File: config.mk
export PLATFORM = sky130hd
export DESIGN_NAME = spi_slave_core
export DESIGN_NICKNAME = d
export VERILOG_FILES = /design/src/rtl/spi_slave_core_pkg.sv /design/src/rtl/spi_sync_edge.sv /design/src/rtl/spi_slave_core.sv
export SDC_FILE = /design/constraint.sdc
export NUM_CORES = 1
export LEC_CHECK = 0
export CORE_ASPECT_RATIO = 0.75
export CORE_MARGIN = 4
export CORE_UTILIZATION = 24
export CTS_CLUSTER_SIZE = 16
export DETAILED_ROUTE_END_ITERATION = 7
export HOLD_SLACK_MARGIN = 0.02
export PLACE_DENSITY = 0.47
export SLEW_MARGIN = 20
export SYNTH_ARGS = -nofsm -noshare
export SYNTH_HDL_FRONTEND = slang
export SYNTH_SLANG_ARGS = --single-unit
File: constraint.sdc
create_clock -name clk_i -period 2.2 [get_ports clk_i]
set_input_delay 0.33 -clock clk_i [delete_from_list [all_inputs] [get_ports clk_i]]
set_output_delay 0.33 -clock clk_i [all_outputs]
set_load 0.03 [all_outputs]
File: src/rtl/spi_slave_core_pkg.sv
// Shared SPI constants and helpers, common to the slave and master cores.
package spi_slave_core_pkg;

  localparam int unsigned SPI_WORD_W         = 32;
  localparam int unsigned SPI_BYTE_W         = 8;
  localparam int unsigned SPI_BYTES_PER_WORD = 4;
  localparam int unsigned BIT_CNT_W          = $clog2(SPI_BYTE_W);
  localparam int unsigned BYTE_CNT_W         = $clog2(SPI_BYTES_PER_WORD);
  localparam int unsigned WORD_IDX_W         = $clog2(SPI_WORD_W);

  localparam bit CPOL = 1'b0;
  localparam bit CPHA = 1'b0;

  // Bit position inside the word: byte-major, LSB-first within each byte.
  function automatic logic [WORD_IDX_W-1:0] bit_index(input logic [BYTE_CNT_W-1:0] byte_idx,
                                                      input logic [BIT_CNT_W-1:0]  bit_idx);
    return {byte_idx, bit_idx};
  endfunction

endpackage

File: src/rtl/spi_sync_edge.sv
// N-stage synchroniser for an asynchronous input with rise/fall pulses on the synced level.
module spi_sync_edge #(
  parameter int unsigned Stages   = 2,
  parameter logic        ResetVal = 1'b0
) (
  input  logic clk_i,
  input  logic rst_ni,
  input  logic d_i,
  output logic q_o,
  output logic rise_o,
  output logic fall_o
);

  logic [Stages-1:0] sync_q;
  logic              prev_q;

  always_ff @(posedge clk_i or negedge rst_ni) begin
    if (!rst_ni) begin
      sync_q <= {Stages{ResetVal}};
      prev_q <= ResetVal;
    end else begin
      sync_q <= {sync_q[Stages-2:0], d_i};
      prev_q <= sync_q[Stages-1];
    end
  end

  assign q_o    = sync_q[Stages-1];
  assign rise_o = q_o & ~prev_q;
  assign fall_o = ~q_o & prev_q;

endmodule

File: src/rtl/spi_slave_core.sv
// SPI mode-0 responder: one 32-bit word spread across four ss_n byte frames, LSB-first per byte.
module spi_slave_core
  import spi_slave_core_pkg::*;
#(
  parameter int unsigned IDLE_TIMEOUT = 64,
  parameter int unsigned SYNC_STAGES  = 2
) (
  input  logic                  clk_i,
  input  logic                  rst_ni,
  input  logic                  sclk_i,
  input  logic                  ss_n_i,
  input  logic                  mosi_i,
  output logic                  miso_o,
  output logic                  miso_oe_o,
  output logic [SPI_WORD_W-1:0] rx_data_o,
  output logic                  rx_valid_o,
  input  logic [SPI_WORD_W-1:0] tx_data_i,
  input  logic                  tx_wr_i,
  output logic                  tx_ready_o,
  output logic                  tx_underrun_o,
  output logic                  byte_err_o,
  output logic                  frame_err_o
);

  localparam int unsigned IdleCntW = $clog2(IDLE_TIMEOUT + 1);

  logic sclk_lvl, sclk_rise, sclk_fall;
  logic ss_lvl, ss_rise, ss_fall;
  logic mosi_lvl, mosi_rise, mosi_fall;
  logic unused_sync;

  spi_sync_edge #(.Stages(SYNC_STAGES), .ResetVal(1'b0)) u_sync_sclk (
    .clk_i  (clk_i),
    .rst_ni (rst_ni),
    .d_i    (sclk_i),
    .q_o    (sclk_lvl),
    .rise_o (sclk_rise),
    .fall_o (sclk_fall)
  );

  spi_sync_edge #(.Stages(SYNC_STAGES), .ResetVal(1'b1)) u_sync_ss (
    .clk_i  (clk_i),
    .rst_ni (rst_ni),
    .d_i    (ss_n_i),
    .q_o    (ss_lvl),
    .rise_o (ss_rise),
    .fall_o (ss_fall)
  );

  spi_sync_edge #(.Stages(SYNC_STAGES), .ResetVal(1'b0)) u_sync_mosi (
    .clk_i  (clk_i),
    .rst_ni (rst_ni),
    .d_i    (mosi_i),
    .q_o    (mosi_lvl),
    .rise_o (mosi_rise),
    .fall_o (mosi_fall)
  );

  assign unused_sync = ^{sclk_lvl, mosi_rise, mosi_fall};

  logic [BIT_CNT_W-1:0]  bit_cnt_q, bit_cnt_d;
  logic [BYTE_CNT_W-1:0] byte_cnt_q, byte_cnt_d;
  logic [SPI_WORD_W-1:0] rx_shift_q, rx_shift_d, tx_shift_q, tx_shift_d;
  logic [SPI_WORD_W-1:0] hold_q, hold_d, rx_data_q, rx_data_d;
  logic [IdleCntW-1:0]   idle_cnt_q, idle_cnt_d;
  logic tx_ready_q, tx_ready_d, miso_q, miso_d, miso_oe_q, miso_oe_d;
  logic word_done_q, word_done_d, rx_valid_q, rx_valid_d;
  logic underrun_q, underrun_d, byte_err_q, byte_err_d, frame_err_q, frame_err_d;
  logic [SPI_WORD_W-1:0] rx_next;
  logic [WORD_IDX_W-1:0] idx;

  assign idx = bit_index(byte_cnt_q, bit_cnt_q);

  always_comb begin
    bit_cnt_d   = bit_cnt_q;
    byte_cnt_d  = byte_cnt_q;
    rx_shift_d  = rx_shift_q;
    tx_shift_d  = tx_shift_q;
    hold_d      = hold_q;
    rx_data_d   = rx_data_q;
    idle_cnt_d  = idle_cnt_q;
    tx_ready_d  = tx_ready_q;
    miso_d      = miso_q;
    miso_oe_d   = miso_oe_q;
    word_done_d = 1'b0;
    rx_valid_d  = word_done_q;
    underrun_d  = 1'b0;
    byte_err_d  = 1'b0;
    frame_err_d = 1'b0;
    rx_next     = rx_shift_q;

    if (tx_wr_i && tx_ready_q) begin
      hold_d     = tx_data_i;
      tx_ready_d = 1'b0;
    end

    // ss_n edges take priority; any sclk edge in the same cycle is dropped.
    if (ss_rise) begin
      miso_oe_d = 1'b0;
      if (bit_cnt_q != '0) begin
        byte_err_d = 1'b1;
        bit_cnt_d  = '0;
      end
    end else if (ss_fall) begin
      miso_oe_d = 1'b1;
      if (byte_cnt_q == '0) begin
        if (!tx_ready_q) begin
          tx_shift_d = hold_q;
          tx_ready_d = 1'b1;
        end else if (tx_wr_i) begin
          // Bypass: the write goes straight to the shifter, holding stays empty.
          tx_shift_d = tx_data_i;
          hold_d     = hold_q;
          tx_ready_d = 1'b1;
        end else begin
          tx_shift_d = '0;
          underrun_d = 1'b1;
        end
      end
      miso_d = tx_shift_d[idx];
    end else if (!ss_lvl) begin
      if (sclk_rise) begin
        rx_next[idx] = mosi_lvl;
        rx_shift_d   = rx_next;
        bit_cnt_d    = bit_cnt_q + 1'b1;
        if (bit_cnt_q == BIT_CNT_W'(SPI_BYTE_W - 1)) begin
          byte_cnt_d = byte_cnt_q + 1'b1;
          if (byte_cnt_q == BYTE_CNT_W'(SPI_BYTES_PER_WORD - 1)) begin
            rx_data_d   = rx_next;
            word_done_d = 1'b1;
          end
        end
      end else if (sclk_fall) begin
        miso_d = tx_shift_q[idx];
      end
    end

    if (ss_lvl && byte_cnt_q != '0) begin
      if (idle_cnt_q == IdleCntW'(IDLE_TIMEOUT - 1)) begin
        idle_cnt_d  = '0;
        byte_cnt_d  = '0;
        rx_shift_d  = '0;
        frame_err_d = 1'b1;
      end else begin
        idle_cnt_d = idle_cnt_q + 1'b1;
      end
    end else begin
      idle_cnt_d = '0;
    end
  end

  always_ff @(posedge clk_i or negedge rst_ni) begin
    if (!rst_ni) begin
      bit_cnt_q   <= '0;
      byte_cnt_q  <= '0;
      rx_shift_q  <= '0;
      tx_shift_q  <= '0;
      hold_q      <= '0;
      rx_data_q   <= '0;
      idle_cnt_q  <= '0;
      tx_ready_q  <= 1'b1;
      miso_q      <= 1'b0;
      miso_oe_q   <= 1'b0;
      word_done_q <= 1'b0;
      rx_valid_q  <= 1'b0;
      underrun_q  <= 1'b0;
      byte_err_q  <= 1'b0;
      frame_err_q <= 1'b0;
    end else begin
      bit_cnt_q   <= bit_cnt_d;
      byte_cnt_q  <= byte_cnt_d;
      rx_shift_q  <= rx_shift_d;
      tx_shift_q  <= tx_shift_d;
      hold_q      <= hold_d;
      rx_data_q   <= rx_data_d;
      idle_cnt_q  <= idle_cnt_d;
      tx_ready_q  <= tx_ready_d;
      miso_q      <= miso_d;
      miso_oe_q   <= miso_oe_d;
      word_done_q <= word_done_d;
      rx_valid_q  <= rx_valid_d;
      underrun_q  <= underrun_d;
      byte_err_q  <= byte_err_d;
      frame_err_q <= frame_err_d;
    end
  end

  assign miso_o        = miso_q;
  assign miso_oe_o     = miso_oe_q;
  assign rx_data_o     = rx_data_q;
  assign rx_valid_o    = rx_valid_q;
  assign tx_ready_o    = tx_ready_q;
  assign tx_underrun_o = underrun_q;
  assign byte_err_o    = byte_err_q;
  assign frame_err_o   = frame_err_q;

endmodule

Word level (Yosys, flattened, before mapping)
Index checks and enable logic that the tools add are counted.
{"block": "totals", "reg_bits": 156, "latchBits": 0, "mem_bits_rw": 0, "mem_bits_ro": 0, "input_bits": 38, "output_inout_bits": 39, "wordCells": 122, "n_memories": 0}
{"block": "classes", "add_sub_neg": 3, "mul": 0, "div": 0, "order_cmp": 2, "eq_ne": 9, "n_shift": 0, "n_mux": 65, "bitwise": 10, "n_reduce_logical": 13}
{"cell": "32-bit two-way mux", "n": 17}
{"cell": "32-bit bitwise mux", "n": 1}
{"cell": "1-bit two-way mux", "n": 30}
{"cell": "3-bit two-way mux", "n": 5}
{"cell": "2-bit two-way mux", "n": 7}
{"cell": "7-bit two-way mux", "n": 2}
{"cell": "1-bit binary-select mux with 5-bit select", "n": 2}
{"cell": "4-bit AND reduction", "n": 2}
{"cell": "2-bit nonzero test", "n": 4}
{"cell": "7-bit by 1-bit adder with 7-bit output, second input constant", "n": 1}
{"cell": "7-bit by 6-bit == test with 1-bit output, second input constant", "n": 1}
{"cell": "5-bit by 6-bit < comparator with 1-bit output, second input constant", "n": 1}
{"cell": "2-bit inequality test, second input constant", "n": 3}
{"cell": "1-bit inverter", "n": 6}
{"cell": "6-bit AND reduction", "n": 1}
{"cell": "1-bit demux with 5-bit select", "n": 1}
{"cell": "5-bit by 1-bit >= comparator with 1-bit output, second input constant", "n": 1}
{"cell": "5-bit inequality test, second input constant", "n": 1}
{"cell": "1-bit bitwise AND", "n": 4}
{"cell": "2-bit by 1-bit inequality test with 1-bit output, second input constant", "n": 2}
{"cell": "3-bit by 1-bit adder with 3-bit output, second input constant", "n": 1}
{"cell": "3-bit == test, second input constant", "n": 1}
{"cell": "1-bit logical AND", "n": 3}
{"cell": "3-bit nonzero test", "n": 1}
{"cell": "other kinds (4)", "n": 4}

Depth between registers and ports, before layout
{"block": "logic_depth", "ltp_word": 11, "ltp_mapped": 11, "depth_no_buf": 8}

Hierarchy
From an unflattened synthesis, not the netlist that was laid out.
{"block": "unflattened", "cells_unflattened": 825, "hier_area_um2": 8065.2}
{"mod": "spi_slave_core", "instances": 1, "cells_per_inst": 810, "area_each_um2": 7791.2, "seq_area_each_um2": 3704.8}
{"mod": "spi_sync_edge at u_sync_mosi ...", "instances": 2, "cells_per_inst": 5, "area_each_um2": 90.1, "seq_area_each_um2": 75.1}
{"mod": "spi_sync_edge at u_sync_ss", "instances": 1, "cells_per_inst": 5, "area_each_um2": 93.8, "seq_area_each_um2": 78.8}

Worst setup path after synthesis
OpenSTA, ideal clock, no wires.
{"block": "synth_timing", "kind": "reg-to-reg", "from": "register byte_cnt_q[0]", "to": "register rx_shift_q[0]", "setup_time_ns": 0.132, "t_arrival_ns": 2.346, "required_time_ns": 2.068, "path_slack_ns": -0.278, "stages_incl_launch_ff": 10, "path_buffers": 3, "synth_period_minus_slack_ns": 2.478, "cell_sequence": "dfrtp_1 > clkbuf_1 > inv_1 > ha_1 > clkbuf_1 > inv_1 > nand2_1 > nor3_1 > clkbuf_1 > nor2_1"}
{"block": "synth_via", "elab_chain_len": 11, "elab_cells_between_ends": 14, "cone_classes": "order compare: 2; mux: 9; reduce/logical: 3"}
{"element": "start, declared", "line": "spi_slave_core.sv:62", "source": "logic [BYTE_CNT_W-1:0] byte_cnt_q, byte_cnt_d;"}
{"element": "start signal, assigned", "line": "spi_slave_core.sv:171", "source": "byte_cnt_q <= byte_cnt_d;"}
{"element": "5-bit by 6-bit < comparator with 1-bit output (not written as such) / 5-bit by 1-bit >= comparator with 1-bit output (equally long branches)", "line": "spi_slave_core.sv:123", "source": "rx_next[idx] = mosi_lvl;"}
{"element": "1-bit logical AND (not written as such)", "line": "spi_slave_core.sv:123"}
{"element": "1-bit two-way mux (not written as such)", "line": "spi_slave_core.sv:123"}
{"element": "1-bit demux with 5-bit select", "line": "spi_slave_core.sv:123"}
{"element": "32-bit bitwise mux", "line": "spi_slave_core.sv:123"}
{"element": "32-bit two-way mux", "line": "spi_slave_core.sv:122", "source": "if (sclk_rise) begin"}
{"element": "32-bit two-way mux", "line": "spi_slave_core.sv:121", "source": "end else if (!ss_lvl) begin"}
{"element": "32-bit two-way mux", "line": "spi_slave_core.sv:104", "source": "end else if (ss_fall) begin"}
{"element": "32-bit two-way mux", "line": "spi_slave_core.sv:98", "source": "if (ss_rise) begin"}
{"element": "32-bit two-way mux", "line": "spi_slave_core.sv:139", "source": "if (idle_cnt_q == IdleCntW'(IDLE_TIMEOUT - 1)) begin"}
{"element": "32-bit two-way mux *", "line": "spi_slave_core.sv:138", "source": "if (ss_lvl && byte_cnt_q != '0) begin"}
{"element": "via rx_shift_d[0]", "line": "spi_slave_core.sv:63", "source": "logic [SPI_WORD_W-1:0] rx_shift_q, rx_shift_d, tx_shift_q, tx_shift_d;"}
{"element": "end signal, assigned", "line": "spi_slave_core.sv:172", "source": "rx_shift_q <= rx_shift_d;"}
{"element": "end, declared", "line": "spi_slave_core.sv:63"}
Mark *: on every way through the listed nets, which the timed path passes. The rest lies on a longest branch.
A chain may end at the register's enable or synchronous reset.

Final worst setup path
{"block": "layout_timing", "from": "register u_sync_ss.prev_q", "to": "register rx_shift_q[27]"}
{"block": "layout_via", "elab_chain_len": 5, "elab_cells_between_ends": 7, "cone_classes": "mux: 4; bitwise: 3"}
{"element": "start, declared", "line": "spi_sync_edge.sv:15", "source": "logic prev_q;"}
{"element": "start signal, assigned", "line": "spi_sync_edge.sv:20", "source": "prev_q <= ResetVal;"}
{"element": "start signal, assigned", "line": "spi_sync_edge.sv:23", "source": "prev_q <= sync_q[Stages-1];"}
{"element": "1-bit bitwise AND / 1-bit inverter (equally long branches)", "line": "spi_sync_edge.sv:29, spi_sync_edge.sv:28"}
{"element": "32-bit two-way mux / 1-bit bitwise AND (equally long branches)", "line": "spi_slave_core.sv:104, spi_sync_edge.sv:28"}
{"element": "32-bit two-way mux *", "line": "spi_slave_core.sv:98"}
{"element": "32-bit two-way mux", "line": "spi_slave_core.sv:139"}
{"element": "32-bit two-way mux *", "line": "spi_slave_core.sv:138"}
{"element": "via rx_shift_d[27]", "line": "spi_slave_core.sv:63"}
Marks and branches as above.

==> key figures <==
Critical path
  – Reg2reg path depth: 9
  – Crit-path slowest cell: dfstp_2
  – Cells along the critical path: inv_2 -> ha_4 -> or4b_4 -> nor2_4 -> and2_4 -> buf_6 -> nand2_2 -> mux2i_1 -> nor2_1
  – Max stage delay on crit path: 0.54 ns
  – RR Endpoint: rx_shift_q[27]$_DFF_PN0_
  – Critical Path End Type: flip-flop
  – CP startpoint kind: flip-flop
  – Worst EP arrival: 2.49 ns
  – R2R Setup Slk: 0.02 ns
  – Crit path buf inv count: 2
  – CP Data Required Time: 2.51 ns
  – CP Max Fanout: 6
  – Crit Path Class: reg2reg
  – Crit-path leading delay family: simple AND/OR/NAND/NOR gates
  – Worst R2R Start: u_sync_ss.prev_q$_DFF_PN1_

Power and ir drop
  – Total power: 9.700 mW
  – Pwr per Cell Area: 934.7 nW/um^2
  – Leak pwr: 4.606 nW
  – VDD IR max: 0.0005024 V

Worst hold path
  – Hold Crit Class: reg2reg
  – Hold endpoint: u_sync_mosi.sync_q[1]$_DFF_PN0_
  – Min-delay src: u_sync_mosi.sync_q[0]$_DFF_PN0_
  – Hold path cells: 0

Final layout
  – Area of the multi-input gates: 3651 um^2
  – Filler cells: 3235
  – Diode count: 0
  – Reg area: 3910 um^2
  – Layout area overhead: 33.86%
  – Layout cells sized above 1: 0.2122
  – Layout Nets: 938
  – Fin area: 10380 um^2

Clock tree
  – H-tree depth: 4
  – Worst-Skew Late Latency: 0.43 ns
  – Max clock buf depth: 2
  – CTS Sinks: 156
  – TritonCTS Buffers: 17
  – Clock root buffer: clkbuf_16
  – Clock transition at the registers of the reported paths: 0.06 ns
  – CTS tree: done

STA
  – Crit path time final: 2.179 ns
  – Final hold vios: 0
  – Max-slew violation count: 0
  – Worst-Margin Slew: 0.5177 ns
  – Clock skew: 0.01105 ns
  – Fmax: 0.4590 GHz
  – RSZ-0062 raised after global routing: true
  – Min Hold Slack: 0.3485 ns
  – Setup Viol. Count Final: 0
  – Final Cycle Share: 0.9904
  – Max-slew headroom: 0.6542

Yosys
  – Total nets after synthesis: 825
  – Synth cell types: 54
  – Mapped Cells: 774
  – Yosys top cell area share: 0.4906
  – Mean post-synth cell area: 10.02 um^2
  – Seq/Total Area, Yosys: 0.5042
  – Yosys top cell by area: dfrtp_1
  – Yosys warnings: 0
  – Top post-synthesis cells by count: dfrtp_1, nand2_1, nor2_1
  – Synth Register Bits: 156
  – Synth async-reset ratio: 1.000
  – EDFF count, synth: 0
  – Mapped Area: 7752 um^2
  – Primary FF master, synth: dfrtp_1
  – Synth area leaders: dfrtp_1, mux2i_1, mux2_2
  – Most frequent cell after synthesis: dfrtp_1

GRT
  – Vias in the first global route: 6033
  – First-pass GRT wire length: 36.00 mm
  – Gr usage total: 0.1303
  – GRT overflow: 0
  – Largest net degree at the start of global routing: 49
  – Initial antenna violation count: 0

Floorplanning
  – Die area: 35270 um^2
  – Row count: 56
  – # IOs: 77
  – Starting Density: 0.2459
  – DIE HEIGHT: 163.7 um
  – Core Box Area: 31530 um^2
  – Die X: 215.5 um

Place
  – Gpl congestion: 0.8003
  – DP HPWL: 16.11 mm
  – I/O Buffers: 76
  – Area after DPL: 9469 um^2

Routing
  – Drt wl/cell: 17.79 um
  – Remaining antenna violation count: 0
  – WL final: 23.23 mm
  – DRT Pass-1 Iters: 5
  – Vias per inst: 4.673
  – DRC: 0
  – Starting DRC count in detailed routing: 407
  – DR vias: 6103

Flow run
  – Max-cap viol count: 0

Outcome
  – Status: finished, final reports clean
==> sequential cells by signal, indices dropped and copies added, names as in the netlist <==
signal	count
tx_underrun_o	1
rx_valid_d	1
miso_oe_o	1
u_sync_sclk.sync_q	2
byte_err_o	1
u_sync_ss.prev_q	1
hold_q	32
idle_cnt_q	7
u_sync_ss.sync_q	2
rx_data_o	32
tx_shift_q	32
bit_cnt_q	3
rx_valid_o	1
u_sync_mosi.sync_q	2
frame_err_o	1
byte_cnt_q	2
u_sync_sclk.prev_q	1
tx_ready_o	1
rx_shift_q	32
miso_o	1
==> layout by cell type (no fill, tap or decap), drive strengths merged, types with 6 or more instances in the layout <==
cell / synthesis / final
clkbuf: 40 / 22
nor2b: 8 / 8
buf: 21 / 76
and2: 12 / 12
mux2i: 51 / 51
inv: 12 / 13
o21ai: 49 / 49
nand2b: 11 / 11
nor3: 7 / 7
mux4: 9 / 9
mux2: 33 / 33
a21oi: 54 / 54
a211oi: 6 / 6
a22oi: 19 / 19
clkinv: 1 / 7
nand3: 27 / 27
a31oi: 7 / 7
nor2: 84 / 84
dfrtp: 152 / 152
nand2: 96 / 96
ha: 13 / 13
clkdlybuf4s50: 0 / 74
nand4: 8 / 8
==> cells by family after synthesis <==
group	Yosys count	share of synthesized area
adders and majority gates	13	0.02098
AOI/OAI and AO/OA	168	0.1330
and+or+nand+nor	265	0.1535
buffers and inverters	74	0.04131
DFF	156	0.5042
xor gates and xnor gates	5	0.005650
muxes	93	0.1414
==> layer usage <==
layer	routed length [um]	vias up	global-route usage
met5	0	-	0
met4	191	0	0.02809
met3	782	6	0.02566
met2	9138	106	0.1765
met1	13120	3034	0.2095
li1	-	2957	-
==> metrics by stage <==
stage          utilization  setup slack (ns)  cells  setup TNS (ns)
6_report            0.3291           0.02118   1306               0
5_1_grt             0.3291          -0.06614   1306          -1.570
4_1_cts             0.3218         -0.001865   1299       -0.001865
3_5_place_dp        0.3003           -0.1569   1266         -0.7433
3_3_place_gp        0.3003           -0.2009   1266          -1.044
2_1_floorplan            -           0.01607    774               0
==> report_power, final <==
part	switching [mW]	internal [mW]	total, mW
Sequential	0.265	3.26	3.53
Combinational	1.49	1.34	2.83
Clock	1.26	2.09	3.34
==> final cells by class <==
class	instances	share of cell area
clock inverters	13	0.02062
flip-flops and latches	156	0.3768
repair buffers	155	0.1535
inverters	13	0.004702
multi-input cells	544	0.3518
clock buffers	19	0.04365
well taps	406	0.04895
==> how the worst max path moves through the flow <==
stage	startpoint	to	slack, ns	cells past startpoint
finish	u_sync_ss.prev_q$_DFF_PN1_	rx_shift_q[27]$_DFF_PN0_	0.02	9
detailed placement	tx_wr_i	miso_o$_DFFE_PN0P_	-0.16	8
global route	u_sync_ss.prev_q$_DFF_PN1_	rx_shift_q[25]$_DFF_PN0_	-0.07	9
CTS	u_sync_ss.prev_q$_DFF_PN1_	rx_shift_q[25]$_DFF_PN0_	-0.002	9
floorplan	byte_cnt_q[0]$_DFF_PN0_	miso_o$_DFFE_PN0P_	0.02	10
global placement	tx_wr_i	miso_o$_DFFE_PN0P_	-0.20	8
==> what timing repair did <==
item | CTS | global route
hold buffers | 1 | 0
endpoints found under the setup margin | 10 | 46
hold endpoints to repair | 44 | 0
pin swaps | 1 | 16
resized for setup | 2 | 53
cloned | 0 | 3
setup buffers | 0 | 5
Power figures use the tool's default switching activity.
